[config.mk]
export PLATFORM = sky130hd
export DESIGN_NAME = microsequencer
export DESIGN_NICKNAME = d
export VERILOG_FILES = /design/src/rtl/microsequencer.sv
export SDC_FILE = /design/constraint.sdc
export NUM_CORES = 1
export LEC_CHECK = 0
export BUFFER_PORTS_ARGS = -buffer_cell sky130_fd_sc_hd__buf_2
export CAP_MARGIN = 10
export CORE_UTILIZATION = 42
export DETAILED_ROUTE_END_ITERATION = 7
export GPL_TIMING_DRIVEN = 0
export HOLD_SLACK_MARGIN = 0.02
export PLACE_DENSITY = 0.88
export SETUP_SLACK_MARGIN = 0.02
export SLEW_MARGIN = 20
export SYNTH_ARGS = -nofsm -noshare
export SYNTH_HDL_FRONTEND = slang
export SYNTH_SLANG_ARGS = --single-unit
[constraint.sdc]
create_clock -name clk -period 3.2 [get_ports clk]
set_input_delay 0.64 -clock clk [delete_from_list [all_inputs] [get_ports clk]]
set_output_delay 0.64 -clock clk [all_outputs]
set_load 0.005 [all_outputs]
[src/rtl/microsequencer.sv]
// MIC-1 next-address unit: registered MPC with JAM/JMPC branching, start/halt FSM and stall.
// Define MICROSEQ_UCOUNT_EN to build the 32-bit executed-microinstruction counter on ucount.
module microsequencer #(
  parameter int MPC_BITS = 9,
  parameter int MBR_BITS = 8
) (
  input  logic                clk,
  input  logic                rst_n,
  input  logic                start,
  input  logic                stall,
  input  logic                n_in,
  input  logic                z_in,
  input  logic [MPC_BITS-1:0] next_addr,
  input  logic                jmpc,
  input  logic                jamn,
  input  logic                jamz,
  input  logic                halt,
  input  logic [MBR_BITS-1:0] mbr,
  output logic [MPC_BITS-1:0] mpc,
  output logic                n_q,
  output logic                z_q,
  output logic                running,
  output logic                halted,
  output logic [31:0]         ucount
);

  typedef enum logic [1:0] {
    IDLE = 2'd0,
    RUN  = 2'd1,
    HALT = 2'd2
  } state_t;

  state_t              state_q;
  state_t              state_d;
  logic [MPC_BITS-1:0] addr;
  logic [MPC_BITS-1:0] mpc_d;
  logic                n_d;
  logic                z_d;
  logic                jam_bit;

  // Branch sources OR together with no precedence; the JAM bit is the MSB.
  always_comb begin
    jam_bit = (jamn & n_in) | (jamz & z_in);
    addr    = next_addr;
    addr[MPC_BITS-1] = addr[MPC_BITS-1] | jam_bit;
    if (jmpc) begin
      addr[MBR_BITS-1:0] = addr[MBR_BITS-1:0] | mbr;
    end
  end

  always_comb begin
    state_d = state_q;
    mpc_d   = mpc;
    n_d     = n_q;
    z_d     = z_q;
    unique case (state_q)
      IDLE: begin
        if (start && !stall) begin
          state_d = RUN;
        end
      end
      RUN: begin
        if (!stall) begin
          if (halt) begin
            state_d = HALT;
          end else begin
            mpc_d = addr;
            n_d   = n_in;
            z_d   = z_in;
          end
        end
      end
      HALT: begin
        if (start && !stall) begin
          state_d = RUN;
          mpc_d   = addr;
        end
      end
      default: state_d = IDLE;
    endcase
  end

  always_ff @(posedge clk or negedge rst_n) begin
    if (!rst_n) begin
      state_q <= IDLE;
      mpc     <= '0;
      n_q     <= 1'b0;
      z_q     <= 1'b0;
      running <= 1'b0;
      halted  <= 1'b0;
    end else begin
      state_q <= state_d;
      mpc     <= mpc_d;
      n_q     <= n_d;
      z_q     <= z_d;
      running <= (state_d == RUN);
      halted  <= (state_d == HALT);
    end
  end

`ifdef MICROSEQ_UCOUNT_EN
  // Every unstalled RUN cycle retires one microinstruction, the halt itself included.
  logic        count_inc;
  logic [31:0] count_q;

  assign count_inc = (state_q == RUN) && !stall;

  always_ff @(posedge clk or negedge rst_n) begin
    if (!rst_n) begin
      count_q <= '0;
    end else if (count_inc) begin
      count_q <= count_q + 32'd1;
    end
  end

  assign ucount = count_q;
`else
  assign ucount = '0;
`endif

endmodule
==> out/metrics.cfg <==
[sta]
fmax_ghz = 0.625
rsz0062_at_grt = no
setup_viol = 0
fin_crit_ns = 1.60
drv_slew = 0
timing.final.crit_share_pct = 50.0
tns_ns = 0
skew_ns = 0.00495
hold_viol_final = 0

[cts]
clockRootBuffer = clkbuf_4
cts_tree = yes
clock-sinks = 15
holdBufCountCts = 0
htree_levels = 1
cts_setup_buffers = 0
cts-resized-gates = 0
cts_buffer_depth = 2
clk_pin_slew_ns = 0.09
clk-insertion-delay-late_ns = 0.28
cts_buffers = 3

[die]
die_w_um = 48.9
dieArea_mm2 = 0.00239
die_y_um = 48.9
core_mm2 = 0.00202
initial_core_util_pct = 45.6
ioPinCount = 72
rows = 16

[logic_synthesis]
synth_fa_ha_area_share_pct = 0
muxShareOfSynthArea_pct = 12.8
synthTopCellsByArea = dfrtp_1 (41%), buf_4 (26%), mux2i_1 (8.7%), a21oi_1 (4.3%), inv_1 (3.7%)
syn_inst = 90
synth_top_family_by_area = buffers and inverters
ys_ff_latch = 15
ys_seq_area_share_pct = 40.7
synth_compound_area_share_pct = 9.77
synth_top_area_share_pct = 40.7
yosys.area.top_type = dfrtp_1
syn_area_um2 = 922
synth.avg_cell_area_um2 = 10.2
yosysWarnings = 0
synth_xor_xnor_area_share_pct = 0
synthSimpleGateAreaFrac_pct = 5.02
netlist-cell-type-count = 19

[power]
cellPowerDensity_mw_per_mm2 = 534
p_clk_share_pct = 15.6
switching_power_mw = 0.218
intPower_mw = 0.470
ir_drop_mv = 0.317
comb_power_share_pct = 39.1
seq_power_share_pct = 45.2
power_mw = 0.689
p_leak_nw = 0.811
sw_frac_of_total_pct = 31.7

[grt]
grt_antenna_before_repair = 0
overflow = 0
grt_max_degree = 16
grt_first_pass_wirelength_um = 2880
grt_usage_pct = 15.5
grt_pass1_vias = 669

[placed_design]
gp_congestion = 0.678
portBuffers = 38
dp_hpwl_um = 1450

[hold_path]
hp-class = primary input to asynchronous set/reset pin

[detailed_routing]
drc = 0
drtAntennaViolNets = 0
vias_per_cell = 3.90
drtPass1Iterations = 2
wirelength_um = 1780
drt_iter0_drc = 2
drt-wirelength-per-cell_um = 9.34
num_vias = 741

[worst_setup_path]
max_stage_delay_ns = 0.36
cp-end-kind = flip-flop
critical_path_class = primary input to flip-flop
cp_slowest_cell = nor4b_2
cp_data_arrival_time_ns = 1.78
cp_cell_sequence = buf_2 -> nor4b_2 -> o21ba_2 -> buf_6 -> mux2_4
path_buf_inv = 2
startpoint_type = primary input
critPathMaxFanout = 9
crit_family = simple AND/OR/NAND/NOR gates
worstPathRequired_ns = 3.38

[run]
drv_cap = 0

[run_status]
status = finished, final reports clean

[final_layout]
final_cell_mix = buf_2 (38), buf_4 (32), conb_1 (32), dfrtp_1 (15), inv_1 (9)
mostFrequentLayoutCell = buf_2
diodes = 0
fin_nets = 191
syn_to_final_growth_pct = 39.9
layout-drive-gt1-share_pct = 49.1

## power groups by stage
| stage | Combinational [mW] | Sequential (mW) | Clock [mW] |
|---|---|---|---|
| after floorplan | 0.147 | 0.322 | 0 |
| after global placement | 0.260 | 0.311 | 0 |
| after detailed placement | 0.271 | 0.317 | 0 |
| after CTS | 0.273 | 0.313 | 0.114 |
| after global routing | 0.296 | 0.322 | 0.119 |
| final | 0.269 | 0.312 | 0.108 |
## worst paths after layout
kind,from,endpoint,slack (ns),depth (start not counted)
worst max-delay path,halt,mpc[8],1.60,5
worst min-delay path,rst_n,mpc[0],0.24,1
worst max register to register,state_q[1],mpc[8],1.62,4
worst min register to register,mpc[8],mpc[8],0.52,1
max in group asynchronous,rst_n,mpc[7],2.71,1
min in group clk,mpc[8],mpc[8],0.52,1
## per-layer routing
| layer | share of wire (%) | GRT usage (%) |
|---|---|---|
| met5 | 0 | 0 |
| met4 | 0.73 | 6.86 |
| met3 | 7.2 | 2.49 |
| met2 | 55 | 29.9 |
| met1 | 37 | 16.2 |
## state kept, by name (all words and copies together), names as in the netlist
name     count
z_q          1
mpc          9
state_q      2
running      1
halted       1
n_q          1
## layout make-up
type,count,area (µm²)
inverter,9,33.8
multi-input combinational,63,374
clock buffer,3,22.5
fill,190,732
buffer,34,255
sequential,15,375
clock inverter,1,5.00
tap,27,33.8
timing repair buffer,38,190
## metrics by stage
step                      setup WS [ns]  cell area [µm²]  cells  utilization (%)  hold WS [ns]
after floorplan                    1.49             1040    121                -         0.344
after global placement             1.31             1260    186             62.4         0.497
after detailed placement           1.27             1260    186             62.4         0.489
after CTS                          1.58             1290    190             63.8         0.245
after global routing               1.52             1290    190             63.8         0.252
final                              1.60             1290    190             63.8         0.241
## synthesized netlist by cell type (all sizes together)
master   n
a21oi    8
a221o    1
buf     34
conb     1
dfrtp   15
inv      9
mux2     3
mux2i    8
nand2b   1
nor2     1
nor2b    1
nor4b    1
o21ba    1
o22ai    2
o32ai    2
or2b     2
## logic make-up after synthesis
| logic type | after synthesis |
|---|---|
| AO/OA/AOI/OAI | 14 |
| AND/OR/NAND/NOR | 6 |
| flip-flops | 15 |
| other | 1 |
| multiplexers | 11 |
| buffers and inverters | 43 |
Power figures use the tool's default switching activity.
